**src/rtl/fp_compress_pkg.sv**
```systemverilog
// Shared types and constants for the 12-bit to 1/3/4 sign-exponent-fraction compressor.
// Latency: n/a (declarations only).
// Backpressure: n/a (declarations only).
package fp_compress_pkg;

    localparam int DATA_W = 12;
    localparam int EXP_W  = 3;
    localparam int FRAC_W = 4;

    typedef enum logic [1:0] {
        IDLE = 2'd0,
        CONV = 2'd1,
        HOLD = 2'd2
    } state_e;

    localparam logic ID_A = 1'b0;
    localparam logic ID_B = 1'b1;

    localparam logic [EXP_W-1:0]  E_MAX = 3'd7;
    localparam logic [FRAC_W-1:0] F_MAX = 4'd15;

    // Most negative sample; folded onto -2047 so its magnitude fits 11 bits.
    localparam logic [DATA_W-1:0] DATA_MIN = 12'h800;

endpackage

```
**src/rtl/fp_compress_arb_if.sv**
```systemverilog
// Bundle of both requester channels and the result channel of fp_compress_arb.
// Latency: n/a (wires only); optional out_sat exists when FPC_SAT_FLAG_EN is defined.
// Backpressure: valid/ready on each channel; master drives valids and out_ready.
interface fp_compress_arb_if;
    import fp_compress_pkg::*;

    logic                a_valid;
    logic [DATA_W-1:0]   a_data;
    logic                a_ready;
    logic                b_valid;
    logic [DATA_W-1:0]   b_data;
    logic                b_ready;
    logic                out_valid;
    logic                out_ready;
    logic                out_s;
    logic [EXP_W-1:0]    out_e;
    logic [FRAC_W-1:0]   out_f;
    logic                out_id;
`ifdef FPC_SAT_FLAG_EN
    logic                out_sat;
`endif

    // Requesters and result consumer.
    modport master (
        output a_valid, a_data, b_valid, b_data, out_ready,
        input  a_ready, b_ready, out_valid, out_s, out_e, out_f, out_id
`ifdef FPC_SAT_FLAG_EN
        , input out_sat
`endif
    );

    // The arbiter itself.
    modport slave (
        input  a_valid, a_data, b_valid, b_data, out_ready,
        output a_ready, b_ready, out_valid, out_s, out_e, out_f, out_id
`ifdef FPC_SAT_FLAG_EN
        , output out_sat
`endif
    );

endinterface

```
**src/rtl/fp_compress_core.sv**
```systemverilog
// Combinational 12-bit two's-complement to sign / 3-bit exponent / 4-bit fraction compressor.
// Latency: 0 cycles; sat output exists only when FPC_SAT_FLAG_EN is defined.
// Backpressure: none (pure function of data).
module fp_compress_core
    import fp_compress_pkg::*;
(
    input  logic [DATA_W-1:0] data,
    output logic              s,
    output logic [EXP_W-1:0]  e,
    output logic [FRAC_W-1:0] f
`ifdef FPC_SAT_FLAG_EN
    , output logic            sat
`endif
);

    logic [DATA_W-2:0] lo;
    logic [DATA_W-2:0] mag;
    logic [EXP_W-1:0]  e_raw;
    logic [FRAC_W-1:0] f_raw;
    logic              rnd;
    logic [FRAC_W:0]   sum;
    logic              sat_rnd;

    // Magnitude, leading-one normalisation and round-half-up with saturation.
    always_comb begin
        s     = data[DATA_W-1];
        // -2048 is folded onto -2047; only the low bits matter after negation.
        lo    = (data == DATA_MIN) ? 11'h001 : data[DATA_W-2:0];
        mag   = s ? (~lo + 11'd1) : lo;
        e_raw = '0;
        f_raw = mag[FRAC_W-1:0];
        rnd   = 1'b0;
        // Ascending scan: the last hit is the leading one.
        for (int i = FRAC_W; i < DATA_W - 1; i++) begin
            if (mag[i]) begin
                e_raw = EXP_W'(i - 3);
                f_raw = mag[i -: FRAC_W];
                rnd   = mag[i - FRAC_W];
            end
        end
        sum     = {1'b0, f_raw} + {{FRAC_W{1'b0}}, rnd};
        sat_rnd = 1'b0;
        e       = e_raw;
        f       = sum[FRAC_W-1:0];
        if (sum[FRAC_W]) begin
            if (e_raw == E_MAX) begin
                e       = E_MAX;
                f       = F_MAX;
                sat_rnd = 1'b1;
            end else begin
                e = e_raw + 3'd1;
                f = 4'b1000;
            end
        end
    end

`ifdef FPC_SAT_FLAG_EN
    assign sat = sat_rnd || (data == DATA_MIN);
`endif

endmodule

```
**src/rtl/fp_compress_arb.sv**
```systemverilog
// Round-robin two-input arbiter feeding one fp_compress_core; result held until consumed.
// Latency: result valid 2 cycles after accept; 1 sample per 3 cycles peak (FPC_SAT_FLAG_EN adds out_sat).
// Backpressure: inputs are refused outside IDLE; result held stable while out_ready is low.
module fp_compress_arb
    import fp_compress_pkg::*;
#(
    parameter bit RR_START = 1'b0
) (
    input  logic               clk,
    input  logic               rst,
    fp_compress_arb_if.slave   bus
);

    localparam logic [1:0] ST_IDLE = 2'(IDLE);
    localparam logic [1:0] ST_CONV = 2'(CONV);
    localparam logic [1:0] ST_HOLD = 2'(HOLD);

    logic [1:0]        state;
    logic              prio;
    logic [DATA_W-1:0] din_q;
    logic              id_q;
    logic              a_hs;
    logic              b_hs;

    logic              c_s;
    logic [EXP_W-1:0]  c_e;
    logic [FRAC_W-1:0] c_f;

    logic              out_valid_q;
    logic              out_s_q;
    logic [EXP_W-1:0]  out_e_q;
    logic [FRAC_W-1:0] out_f_q;
    logic              out_id_q;
`ifdef FPC_SAT_FLAG_EN
    logic              c_sat;
    logic              out_sat_q;
`endif

    // Grant only in IDLE and never during reset; contention resolved by prio.
    always_comb begin
        bus.a_ready = 1'b0;
        bus.b_ready = 1'b0;
        if (!rst && state == ST_IDLE) begin
            bus.a_ready = bus.a_valid && (!bus.b_valid || prio == ID_A);
            bus.b_ready = bus.b_valid && (!bus.a_valid || prio == ID_B);
        end
    end

    assign a_hs = bus.a_valid && bus.a_ready;
    assign b_hs = bus.b_valid && bus.b_ready;

    fp_compress_core u_core (
        .data (din_q),
        .s    (c_s),
        .e    (c_e),
        .f    (c_f)
`ifdef FPC_SAT_FLAG_EN
        , .sat (c_sat)
`endif
    );

    // Accept in IDLE, capture the conversion in CONV, hold the result until consumed.
    always_ff @(posedge clk or posedge rst) begin
        if (rst) begin
            state       <= ST_IDLE;
            prio        <= RR_START;
            din_q       <= '0;
            id_q        <= ID_A;
            out_valid_q <= 1'b0;
            out_s_q     <= 1'b0;
            out_e_q     <= '0;
            out_f_q     <= '0;
            out_id_q    <= ID_A;
`ifdef FPC_SAT_FLAG_EN
            out_sat_q   <= 1'b0;
`endif
        end else begin
            case (state)
                ST_IDLE: begin
                    if (a_hs || b_hs) begin
                        din_q <= a_hs ? bus.a_data : bus.b_data;
                        id_q  <= a_hs ? ID_A : ID_B;
                        prio  <= ~prio;
                        state <= ST_CONV;
                    end
                end
                ST_CONV: begin
                    out_s_q     <= c_s;
                    out_e_q     <= c_e;
                    out_f_q     <= c_f;
                    out_id_q    <= id_q;
`ifdef FPC_SAT_FLAG_EN
                    out_sat_q   <= c_sat;
`endif
                    out_valid_q <= 1'b1;
                    state       <= ST_HOLD;
                end
                ST_HOLD: begin
                    if (bus.out_ready) begin
                        out_valid_q <= 1'b0;
                        state       <= ST_IDLE;
                    end
                end
                default: state <= ST_IDLE;
            endcase
        end
    end

    assign bus.out_valid = out_valid_q;
    assign bus.out_s     = out_s_q;
    assign bus.out_e     = out_e_q;
    assign bus.out_f     = out_f_q;
    assign bus.out_id    = out_id_q;
`ifdef FPC_SAT_FLAG_EN
    assign bus.out_sat   = out_sat_q;
`endif

endmodule

```
**src/flat_wrapper.sv**
```systemverilog
// flat-port wrapper written by rule: the top's interface ports become plain ports
module fp_compress_arb_flat import fp_compress_pkg::*;
#(
    parameter bit RR_START = 1'b0
)
  (clk, rst, bus_a_valid, bus_a_data, bus_b_valid, bus_b_data, bus_out_ready, bus_a_ready, bus_b_ready, bus_out_valid, bus_out_s, bus_out_e, bus_out_f, bus_out_id);
  fp_compress_arb_if bus_i ();
  input  logic clk;
  input  logic rst;
  input wire logic [$bits(bus_i.a_valid)-1:0] bus_a_valid;
  input wire logic [$bits(bus_i.a_data)-1:0] bus_a_data;
  input wire logic [$bits(bus_i.b_valid)-1:0] bus_b_valid;
  input wire logic [$bits(bus_i.b_data)-1:0] bus_b_data;
  input wire logic [$bits(bus_i.out_ready)-1:0] bus_out_ready;
  output wire logic [$bits(bus_i.a_ready)-1:0] bus_a_ready;
  output wire logic [$bits(bus_i.b_ready)-1:0] bus_b_ready;
  output wire logic [$bits(bus_i.out_valid)-1:0] bus_out_valid;
  output wire logic [$bits(bus_i.out_s)-1:0] bus_out_s;
  output wire logic [$bits(bus_i.out_e)-1:0] bus_out_e;
  output wire logic [$bits(bus_i.out_f)-1:0] bus_out_f;
  output wire logic [$bits(bus_i.out_id)-1:0] bus_out_id;
  assign bus_i.a_valid = bus_a_valid;
  assign bus_i.a_data = bus_a_data;
  assign bus_i.b_valid = bus_b_valid;
  assign bus_i.b_data = bus_b_data;
  assign bus_i.out_ready = bus_out_ready;
  assign bus_a_ready = bus_i.a_ready;
  assign bus_b_ready = bus_i.b_ready;
  assign bus_out_valid = bus_i.out_valid;
  assign bus_out_s = bus_i.out_s;
  assign bus_out_e = bus_i.out_e;
  assign bus_out_f = bus_i.out_f;
  assign bus_out_id = bus_i.out_id;
  fp_compress_arb #(.RR_START(RR_START)) u_core (.clk(clk), .rst(rst), .bus(bus_i));
endmodule
```
**config.mk**
```make
export PLATFORM = sky130hd
export DESIGN_NAME = fp_compress_arb_flat
export DESIGN_NICKNAME = d
export VERILOG_FILES = /design/src/rtl/fp_compress_pkg.sv /design/src/rtl/fp_compress_arb_if.sv /design/src/rtl/fp_compress_core.sv /design/src/rtl/fp_compress_arb.sv /design/src/flat_wrapper.sv
export SDC_FILE = /design/constraint.sdc
export NUM_CORES = 1
export LEC_CHECK = 0
export ABC_AREA = 1
export BUFFER_PORTS_ARGS = -buffer_cell sky130_fd_sc_hd__buf_2
export CORE_MARGIN = 3
export CORE_UTILIZATION = 50
export CTS_BUF_LIST = sky130_fd_sc_hd__clkbuf_4
export DETAILED_ROUTE_END_ITERATION = 10
export PLACE_DENSITY = 0.77
export SYNTH_ARGS = -nofsm -noshare
export SYNTH_HDL_FRONTEND = slang
export SYNTH_SLANG_ARGS = --single-unit
```
**constraint.sdc**
```tcl
create_clock -name clk -period 2.9 [get_ports clk]
set_input_delay 0.58 -clock clk [delete_from_list [all_inputs] [get_ports clk]]
set_output_delay 0.58 -clock clk [all_outputs]
set_load 0.02 [all_outputs]
```
== Word-level counts from Yosys, hierarchy flattened ==
Index checks and enable logic that the tools add are counted.
Word-level totals
  word-level logic and storage cells: 72
  register bits: 26
  output and inout port bits: 12
Cells by class
  $add $sub $neg: 3
  reduce and logical (&&, ||, !) cells: 16
  eq/ne operators: 6
  muxes and demuxes: 36
  bitwise gates (word level): 2
Operators with widths (count)
  2-to-1 mux 4 bit: 8
  2-to-1 mux 3 bit: 9
  2-to-1 mux 11 bit: 2
  == test 12 bit (second input constant): 1
  2-to-1 mux 1 bit: 12
  2-to-1 mux 12 bit: 1
  adder 11 x 1 -> 11 bit (second input constant): 1
  NOT 11 bit: 1
  case mux 2 bit (3 select lines): 1
  AND reduction 2 bit: 3
  adder 4 x 1 -> 5 bit: 1
  logical AND 1 bit: 5
  2-to-1 mux 2 bit: 2
  adder 3 x 1 -> 3 bit (second input constant): 1
  == test 3 bit (second input constant): 1
  logical NOT 1 bit: 3
  logical OR 1 bit: 3
  == test 2 x 1 -> 1 bit (second input constant): 1
  == test 2 bit (second input constant): 1
  logical NOT 2 bit: 1
  inequality test 2 x 1 -> 1 bit (second input constant): 1
  inequality test 2 bit (second input constant): 1
  case mux 1 bit (2 select lines): 1
  nonzero test 2 bit: 1
  NOT 1 bit: 1

== Logic depth before layout (Yosys ltp) ==
Gate-level depths: netlist of run 1.
  depth after elaboration: 15
  gate-level depth with buffers: 28

== Hierarchy ==
Synthesis of run 1 repeated with hierarchy kept, for this count alone.
Second synthesis, totals
  cell total of the unflattened synthesis: 353
  area total of the unflattened synthesis: 2296.0 um2
By module, submodules not included
  fp_compress_arb: cells an instance 173, instances 1, area each 1358.8 um2
  fp_compress_core: cells an instance 180, instances 1, area each 937.1 um2

== Worst setup path after synthesis of run 1 ==
Ideal clock, no wire load.
  kind: register to register
  start: reg u_core.din_q[7]
  end: reg u_core.out_f_q[0] (netlist: u_core.bus.out_f[0])
  buffers on the path: 0
  stages on the path, launching flop included: 25
  slack: -214 ps
  required time: 2783 ps
  arrival: 2997 ps
  setup time: 117 ps
  path through: dfrtp_1 nor2_1 nand2_1 nor2_1 nand2_1 nand2_1 inv_1 ha_1 inv_1 nand2_1 o21ai_2 xor2_1 o21ai_0 nand2_1 o21ai_0 o21ai_0 o211ai_1 a21oi_1 ha_1 ha_1 nand4_1 nand2_1 nand2_1 nand2_1 nand2_1
Between the ends
  longest elaborated chain between the ends: 15
Ends and longest elaborated chain
  from (decl): line fp_compress_arb.sv:20  | logic [DATA_W-1:0] din_q;
  from (signal assigned): line fp_compress_arb.sv:81  | din_q <= a_hs ? bus.a_data : bus.b_data;
  == test 12 bit: line fp_compress_core.sv:28  | lo = (data == DATA_MIN) ? 11'h001 : data[DATA_W-2:0];
  2-to-1 mux 11 bit (*): line fp_compress_core.sv:28
  NOT 11 bit: line fp_compress_core.sv:29  | mag = s ? (~lo + 11'd1) : lo;
  adder 11 x 1 -> 11 bit: line fp_compress_core.sv:29
  2-to-1 mux 11 bit (*): line fp_compress_core.sv:29
  branches (longest 9 deep; another with adder 4 x 1 -> 5 bit)
  2-to-1 mux 4 bit (*): line fp_compress_core.sv:45  | if (sum[FRAC_W]) begin
  to (signal assigned): line fp_compress_arb.sv:72  | out_f_q <= '0;
  to (signal assigned): line fp_compress_arb.sv:90  | out_f_q <= c_f;
  to (decl): line fp_compress_arb.sv:32  | logic [FRAC_W-1:0] out_f_q;
Mark *: on every way between the ends.
A chain may end at the register's enable or synchronous reset.

== Worst setup path in the final report of run 1 ==
  start: reg u_core.din_q[3]
  end: reg u_core.out_e_q[0] (netlist: u_core.bus.out_e[0])
Between the ends
  longest elaborated chain between the ends: 15
Ends and longest elaborated chain
  == test 12 bit: line fp_compress_core.sv:28
  2-to-1 mux 11 bit (*): line fp_compress_core.sv:28
  NOT 11 bit: line fp_compress_core.sv:29
  adder 11 x 1 -> 11 bit: line fp_compress_core.sv:29
  2-to-1 mux 11 bit (*): line fp_compress_core.sv:29
  2-to-1 mux 1 bit: line fp_compress_core.sv:35  | if (mag[i]) begin
  2-to-1 mux 3 bit (6 in a row): line fp_compress_core.sv:35
  adder 3 x 1 -> 3 bit / == test 3 bit (equally long branches): line fp_compress_core.sv:51, fp_compress_core.sv:46
  2-to-1 mux 3 bit: line fp_compress_core.sv:46  | if (e_raw == E_MAX) begin
  2-to-1 mux 3 bit (*): line fp_compress_core.sv:45
  to (signal assigned): line fp_compress_arb.sv:71  | out_e_q <= '0;
  to (signal assigned): line fp_compress_arb.sv:89  | out_e_q <= c_e;
  to (decl): line fp_compress_arb.sv:31  | logic [EXP_W-1:0] out_e_q;
Mark *: on every way between the ends. The rest lies on a longest branch, timed or not.

==> results.json, run 1 <==
{
  "synthesis.nets": 322,
  "worst-path-buf-inv": 6,
  "ys_top_cells_by_area": "dfrtp_1 (34%), nand2_1 (17%), o21ai_0 (6.9%)",
  "cp_slowest_cell": "dfrtp_1",
  "cts_sinks": 26,
  "synth_area_sq_mm": 0.00189,
  "cp.required_ns": 3.16,
  "crit_type": "reg2reg",
  "worstMarginPinSlew_ns": 0.960,
  "hold_viol_final": 0,
  "grt_pass1_vias": 1986,
  "yosysTopAreaCellShare_pct": 34.5,
  "maxCapViolCount": 0,
  "hpwl_um": 3680,
  "ios": 41,
  "finalClockSkew_ns": 0.00232,
  "crit_top_cell": "nand2_1",
  "numPortBuffers": 40,
  "yosys_warnings": 0,
  "first_pass_iters": 6,
  "seq_area_frac_synth_pct": 34.5,
  "wl_per_cell_um": 12.0,
  "rrSetupSlack_ns": -0.18,
  "ctsHoldBuffers": 0,
  "grt.overflow.total": 0,
  "layout_setup_ws_ns": -0.176,
  "avgSynthCellArea_sq_um": 6.53,
  "initial_core_util_pct": 54.0,
  "rsz0062_at_grt": "true",
  "ys_types": 30,
  "num_antenna_cells": 0,
  "slowest_delay_ns": 0.41,
  "drt_iter0_drc": 173,
  "avgViaCountPerCell": 5.24,
  "grt_start_max_net_pins": 27,
  "netlist_instances": 289,
  "regToRegEndpoint": "u_core.bus.out_e[0]",
  "synth-edff-count": 0,
  "fin_util_pct": 75.9,
  "clkSlewWorstSetupHoldPaths_ns": 0.14,
  "timing.rr.start": "u_core.din_q[3]",
  "drc": 0,
  "finalSetupViolations": 7,
  "ant_nets": 0,
  "end_kind": "flop",
  "wl_um": 5060,
  "track_usage_pct": 23.4,
  "grt_pass1_wl_um": 8280,
  "fin_nets": 411,
  "maxSlewViolCount": 0,
  "rows": 21,
  "fin_cells": 423,
  "yosys.area.top_type": "dfrtp_1",
  "crit_family": "simple AND/OR/NAND/NOR gates",
  "layout-drive-gt1-share_pct": 34.0,
  "min_period_ns": 3.08,
  "die_w_um": 67.5,
  "clk_latency_ns": 0.31,
  "core_area_sq_mm": 0.00349,
  "startpoint": "u_core.din_q[3]",
  "synth_seq_cells": 26,
  "ys.flop_type": "dfrtp_1",
  "cp.depth": 27,
  "reg2reg_depth": 27,
  "endpoint": "u_core.bus.out_e[0]",
  "htree_num_levels": 1,
  "outcome": "finished with violations",
  "area_growth_pct": 40.4,
  "fin_crit_sh_pct": 106,
  "cts-buffers-inserted": 3,
  "arrival_ns": 3.34,
  "antenna_found_initial": 0,
  "hold_class": "in2reg",
  "dieArea_sq_mm": 0.00455,
  "failed_checks": "negative setup slack",
  "cts_buffer_depth": 2,
  "cts_root_buf": "clkbuf_4",
  "slew_headroom_pct": 36.0,
  "vias": 2217,
  "gp_congestion": 0.920,
  "cts_tree": "yes",
  "post-place-cells": 402,
  "synthArstFlopShare_pct": 100,
  "max_freq_mhz": 325,
  "crit_path_start_kind": "flop",
  "critPathMaxFanout": 7,
  "die_h_um": 67.5
}
## final cells by class
class,instances,area [sq um]
Timing Repair Buffer,90,579
Multi-Input combinational cell,220,1170
Tap cell,46,57.6
Inverter,37,141
Clock buffer,3,22.5
Sequential cell,26,651
Clock inverter,1,30.0
Fill cell,257,843
## per-layer routing
metal  global-route usage, %  vias to the layer above  wire, um
met3                    2.50                        6       281
met2                    40.6                       83      2520
li1                        -                     1113         -
met1                    30.9                     1015      2210
met4                    6.58                        0        43
met5                       0                        -         0
## registers in the layout, indices dropped and copies added, names as in the netlist
| name | flops |
|---|---|
| u_core.bus.out_valid | 1 |
| u_core.state | 2 |
| u_core.bus.out_e | 3 |
| u_core.bus.out_s | 1 |
| u_core.din_q | 12 |
| u_core.bus.out_f | 4 |
| u_core.id_q | 1 |
| u_core.prio | 1 |
| u_core.bus.out_id | 1 |
## worst reg2reg max path, delay by kind of cell (launching register included)
kind / cells / cell delay [ns]
buf+inv: 6 / 0.52
compound gates: 2 / 0.26
flops: 1 / 0.41
simple gates: 17 / 1.51
fa+ha+maj: 2 / 0.35
## cell families (layout without fill, tap and decap cells)
group	after synthesis	in the layout	share of synthesized area [%]
buffers and inverters	43	131	8.61
AOI/OAI and AO/OA	62	62	18.3
and+or+nand+nor	149	149	33.3
DFF	26	26	34.5
adders and majority gates	4	4	2.65
xor gates and xnor gates	5	5	2.72
## timing repair
| item | 4_1_cts | 5_1_grt |
|---|---|---|
| pin swaps | 15 | 14 |
| gates resized for setup | 6 | 13 |
| setup buffers | 13 | 4 |
| endpoints found under the hold margin | 0 | 0 |
| endpoints found under the setup margin | 7 | 7 |
## worst min-delay path by stage
stage                        startpoint             endpoint  cells past startpoint
global placement    u_core.bus.out_e[1]  u_core.bus.out_e[1]                      2
finish                    bus_out_ready      u_core.state[1]                      2
global route              bus_out_ready      u_core.state[1]                      2
CTS                       bus_out_ready      u_core.state[1]                      2
detailed placement  u_core.bus.out_f[3]  u_core.bus.out_f[3]                      2
floorplan                   u_core.prio          u_core.prio                      1
## synthesized netlist by cell type, types with 2 or more instances
cell	number
nand2_1	84
inv_1	32
nor2_1	31
dfrtp_1	26
o21ai_0	26
a21oi_1	23
nand3_1	18
clkbuf_1	5
nand4_1	5
ha_1	4
inv_2	4
nor3_1	4
o211ai_1	4
xor2_1	4
a21oi_2	2
nor2_2	2
o22ai_1	2
## metrics by stage
stage	setup TNS, ns	worst slack, ns	cell area, sq um	hold slack, ns
2_1_floorplan	0	0.00761	1930	0.464
3_3_place_gp	-0.225	-0.0663	2410	0.465
3_5_place_dp	-0.499	-0.121	2410	0.469
4_1_cts	-0.198	-0.0646	2580	0.463
5_1_grt	-2.78	-0.445	2650	0.442
6_report	-0.997	-0.176	2650	0.464
## cell usage in the layout (no fill, tap or decap), types with 5 or more instances in the layout
master   synthesis  final
a21oi_1         23     22
inv_2            4      6
inv_1           32     29
buf_2            1     40
nand3_1         18     16
buf_4            0     49
nand2_1         84     81
nor2_1          31     27
o21ai_1          1      6
nand4_1          5      5
dfrtp_1         26     26
o21ai_0         26     21
nor2_2           2      6
Power of run 1 is not shown: default switching activity piles up to over one toggle a cycle in this logic, so the estimate is an artifact.
==> run 2, diff against run 1 <==
CORE_ASPECT_RATIO = 1.75   (was not set)
==> run 2 against run 1 <==
  * The flow still finishes with violations (negative setup slack)
  * Cell count fell by 0.24%
  * Register-to-register slack is essentially flat
  * First-iteration DRC count fell by 73%
  * Die area increased by 0.63%
  * Count of clock-buffer cells in the layout did not move
  * Final area is essentially flat
  * Global-route usage grew 0.82 points
  * Setup slack gained 0.0059 ns
  * Highest routed layer unchanged
==> results.json, run 2 (synthesis gave the netlist of run 1 again) <==
{
  "grt_pass1_wl_um": 8600,
  "maxCapViolCount": 0,
  "wl_um": 5190,
  "drc": 0,
  "avgViaCountPerCell": 5.24,
  "largest_reg_flops": 12,
  "ant_nets": 0,
  "regToRegEndpoint": "u_core.bus.out_f[3]",
  "post_dp_cell_area_sq_mm": 0.00242,
  "design_area_sq_mm": 0.00265,
  "fin_util_pct": 75.6,
  "numPortBuffers": 40,
  "first_pass_iters": 4,
  "timing.rr.start": "u_core.din_q[6]",
  "antenna_found_initial": 0,
  "hpwl_um": 3830,
  "min_period_ns": 3.07,
  "crit_type": "reg2reg",
  "die_h_um": 87.3,
  "cts-buffers-inserted": 3,
  "cts_root_buf": "clkbuf_4",
  "critPathMaxFanout": 4,
  "arrival_ns": 3.31,
  "num_antenna_cells": 0,
  "layout_setup_ws_ns": -0.170,
  "fillers": 264,
  "gp_congestion": 0.808,
  "largest_register": "u_core.din_q",
  "drt_iter0_drc": 47,
  "area_growth_pct": 40.3,
  "startpoint": "u_core.din_q[6]",
  "htree_num_levels": 1,
  "fin_nets": 411,
  "die_w_um": 52.5,
  "track_usage_pct": 24.3,
  "maxSlewViolCount": 0,
  "cts_sinks": 26,
  "hold_class": "in2reg",
  "outcome": "finished with violations",
  "dieArea_sq_mm": 0.00458,
  "layout-drive-gt1-share_pct": 34.5,
  "slew_headroom_pct": 34.8,
  "clk_latency_ns": 0.33,
  "reg2reg_depth": 23,
  "finalClockSkew_ns": 0.00708,
  "rows": 28,
  "cp.required_ns": 3.14,
  "mostFrequentLayoutCells": "nand2_1 (80), buf_4 (50), buf_2 (40), inv_1 (28)",
  "failed_checks": "negative setup slack",
  "grt_start_max_net_pins": 27,
  "grt.overflow.total": 0,
  "initial_core_util_pct": 53.9,
  "grt_pass1_vias": 2119,
  "pre_cts_slack_ns": -0.106,
  "wl_per_cell_um": 12.3,
  "core_area_sq_mm": 0.00350,
  "worstMarginPinSlew_ns": 0.978,
  "end_kind": "flop",
  "clkSlewWorstSetupHoldPaths_ns": 0.15,
  "ios": 41,
  "max_freq_mhz": 326,
  "crit_path_start_kind": "flop",
  "cts_tree": "yes",
  "rsz0062_at_grt": "true",
  "hold_viol_final": 0,
  "rrSetupSlack_ns": -0.17,
  "fin_crit_sh_pct": 106,
  "cts_buffer_depth": 2,
  "endpoint": "u_core.bus.out_f[3]",
  "final_common_cell": "nand2_1",
  "finalSetupViolations": 7,
  "vias": 2210
}
## run 2: worst min path at each step
stage | start | to | slack (ns) | cells after the start
detailed placement | u_core.bus.out_e[0] | u_core.bus.out_e[0] | 0.46 | 2
CTS | bus_out_ready | u_core.state[1] | 0.44 | 2
floorplan | u_core.prio | u_core.prio | 0.46 | 1
global placement | u_core.bus.out_e[0] | u_core.bus.out_e[0] | 0.46 | 2
global route | bus_out_ready | u_core.state[1] | 0.44 | 2
finish | bus_out_ready | u_core.state[1] | 0.45 | 2
## run 2: what timing repair did
| item | 4_1_cts | 5_1_grt |
|---|---|---|
| gates resized for setup | 5 | 13 |
| hold buffers | 0 | 0 |
| endpoints found under the setup margin | 7 | 7 |
| setup buffers | 11 | 5 |
| pin swaps | 19 | 22 |
| cloned | 0 | 0 |
## run 2: worst max-delay path, stage by stage, from the launching register on
cell	delay, ns
dfrtp_1	0.42
nor2_2	0.13
nand2_1	0.07
nor2_1	0.10
nand2_1	0.09
nand2_2	0.08
inv_2	0.05
ha_4	0.15
inv_2	0.06
nand2_4	0.05
o21ai_4	0.08
xor2_2	0.23
buf_4	0.15
buf_4	0.11
inv_1	0.06
o211ai_1	0.21
a21oi_1	0.11
ha_2	0.20
ha_4	0.17
buf_4	0.12
nor2_1	0.09
nand3_1	0.09
nand3_1	0.09
nand2_1	0.05
## run 2: routing by layer
metal / share of wire, % / GRT usage (%) / vias to the layer above
met5: 0 / 0 / -
met4: 2.0 / 8.14 / 0
met3: 2.6 / 2.23 / 10
met2: 58 / 48.4 / 47
met1: 37 / 24.6 / 1033
li1: - / - / 1120
## run 2: cell type report
| class | count | area (sq um) | share of cell area, % |
|---|---|---|---|
| tap | 45 | 56.3 | 2.13 |
| timing repair buffer | 90 | 576 | 21.7 |
| clock buffer | 3 | 22.5 | 0.850 |
| clock inverter | 1 | 30.0 | 1.13 |
| multi-input combinational | 220 | 1170 | 44.4 |
| sequential | 26 | 651 | 24.6 |
| inverter | 37 | 139 | 5.24 |
## run 2: through the flow
step | instances | hold WS (ns) | TNS, ns
finish | 422 | 0.447 | -0.915
global route | 422 | 0.441 | -3.07
CTS | 417 | 0.437 | -0.312
detailed placement | 402 | 0.465 | -0.512
global placement | 402 | 0.458 | -0.0926
floorplan | 289 | 0.464 | 0
Power of run 2 is left out for the same reason.
==> run 3, diff against run 2 <==
BUFFER_PORTS_ARGS = -buffer_cell sky130_fd_sc_hd__buf_4   (was -buffer_cell sky130_fd_sc_hd__buf_2)
CORE_UTILIZATION = 45   (was 50)
PLACE_DENSITY = 0.71   (was 0.77)
==> run 3 against run 2 <==
  * The flow still finishes with violations (negative setup slack)
  * Final area increased by 9.2%
  * Count of clock-buffer cells in the layout is the same
  * Global-route usage is 0.29 points higher
  * Register-to-register slack worse by 0.05 ns
  * Cell count up 3.6%
  * Core utilization decreased by 2.2 points
  * Wire length increased by 11%
  * Critical path depth is the same
  * First-iteration DRC count grew 4.3%
  * Clock skew up 0.018 ns
  * Flip-flop and latch count stayed put
  * Largest cell class unchanged
==> results.json, run 3 (synthesis gave the netlist of run 1 again) <==
{
  "clk_latency_ns": 0.35,
  "max_freq_mhz": 321,
  "cts-buffers-inserted": 3,
  "largest_register": "u_core.din_q",
  "cts_buffer_depth": 2,
  "crit_path_start_kind": "flop",
  "first_pass_iters": 4,
  "hold_viol_final": 0,
  "pre_cts_slack_ns": -0.182,
  "grt_pass1_wl_um": 9340,
  "final_common_cell": "buf_4",
  "fin_nets": 423,
  "htree_num_levels": 1,
  "area_growth_pct": 53.1,
  "maxCapViolCount": 0,
  "slew_headroom_pct": 33.8,
  "avgViaCountPerCell": 5.19,
  "arrival_ns": 3.38,
  "cp.required_ns": 3.16,
  "finalSetupViolations": 7,
  "grt_start_max_net_pins": 27,
  "vias": 2268,
  "finalClockSkew_ns": 0.0252,
  "largest_reg_flops": 12,
  "wl_per_cell_um": 13.2,
  "setup_tns_ns": -1.23,
  "core_area_sq_mm": 0.00394,
  "min_period_ns": 3.12,
  "ant_nets": 0,
  "num_antenna_cells": 0,
  "cts_tree": "yes",
  "die_w_um": 55.0,
  "layout_setup_ws_ns": -0.220,
  "mostFrequentLayoutCells": "buf_4 (100), nand2_1 (76), inv_1 (27), nor2_1 (26), dfrtp_1 (26)",
  "hold_class": "in2reg",
  "layout-drive-gt1-share_pct": 39.1,
  "cts_root_buf": "clkbuf_4",
  "critPathMaxFanout": 4,
  "post_dp_cell_area_sq_mm": 0.00254,
  "fin_crit_sh_pct": 108,
  "multi_input_area_sq_mm": 0.00122,
  "rsz0062_at_grt": "true",
  "ios": 41,
  "crit_type": "reg2reg",
  "drt_iter0_drc": 49,
  "failed_checks": "negative setup slack",
  "seqCellArea_sq_um": 651,
  "track_usage_pct": 24.5,
  "cts_sinks": 26,
  "worstMarginPinSlew_ns": 0.992,
  "wl_um": 5770,
  "maxSlewViolCount": 0,
  "grt.overflow.total": 0,
  "end_kind": "flop",
  "clkSlewWorstSetupHoldPaths_ns": 0.16,
  "dieArea_sq_mm": 0.00504,
  "gp_congestion": 0.851,
  "grt_pass1_vias": 2186,
  "rows": 30,
  "initial_core_util_pct": 47.9,
  "drc": 0,
  "hpwl_um": 4050,
  "die_h_um": 91.7,
  "outcome": "finished with violations",
  "fillers": 327,
  "antenna_found_initial": 0,
  "design_area_sq_mm": 0.00289,
  "numPortBuffers": 40
}
## run 3: cell types whose count changed in the layout (fill, tap and decap cells not counted), sizes merged
cell  previous run  this run
buf             90       102
## run 3: stage by stage
stage               hold WS (ns)  util (%)  instances
global route               0.432      73.4        437
global placement           0.467      64.5        408
floorplan                  0.464         -        289
finish                     0.409      73.4        437
CTS                        0.408      70.6        431
detailed placement         0.480      64.5        408
## run 3: cell type report
cell class	count	area share, %
inverters	37	4.80
multi-input cells	220	42.1
clock inverters	1	1.04
clock buffers	3	0.779
repair buffers	102	26.7
flip-flops and latches	26	22.5
well taps	48	2.08
## run 3: layer usage
metal / up-vias / GRT usage [%] / wire length [um]
li1: 1137 / - / -
met1: 1052 / 24.9 / 2060
met2: 56 / 45.0 / 3320
met3: 23 / 2.76 / 136
met4: 0 / 13.0 / 257
met5: - / 0 / 0
## run 3: what timing repair did
item / CTS / global route
hold buffers: 0 / 0
endpoints found under the setup margin: 7 / 7
buffers inserted: 20 / 7
pin swaps: 33 / 23
gates resized for setup: 16 / 17
## run 3: worst paths after layout
check	start	endpoint	slack (ns)	cells past startpoint
min	bus_out_ready	u_core.state[1]	0.41	2
max in group asynchronous	rst	u_core.din_q[0]	1.82	2
min in group asynchronous	rst	u_core.prio	0.45	2
max reg2reg	u_core.din_q[6]	u_core.bus.out_f[3]	-0.22	23
max	u_core.din_q[6]	u_core.bus.out_f[3]	-0.22	23
min reg2reg	u_core.prio	u_core.prio	0.50	1
## run 3: worst max-delay path, stage by stage (launching register included)
cell and delay [ns]:
dfrtp_1 0.41, nor2_2 0.14, nand2_1 0.07, nor2_1 0.11
nand2_1 0.09, nand2_2 0.09, inv_2 0.06, ha_4 0.15
inv_2 0.06, nand2_4 0.05, o21ai_4 0.09, xor2_2 0.24
buf_4 0.15, buf_4 0.11, inv_1 0.08, o211ai_1 0.27
a21oi_2 0.09, ha_2 0.20, ha_4 0.17, buf_6 0.11
nor2_2 0.06, nand3_1 0.08, nand3_1 0.11, nand2_1 0.06
Power of run 3 is left out for the same reason.
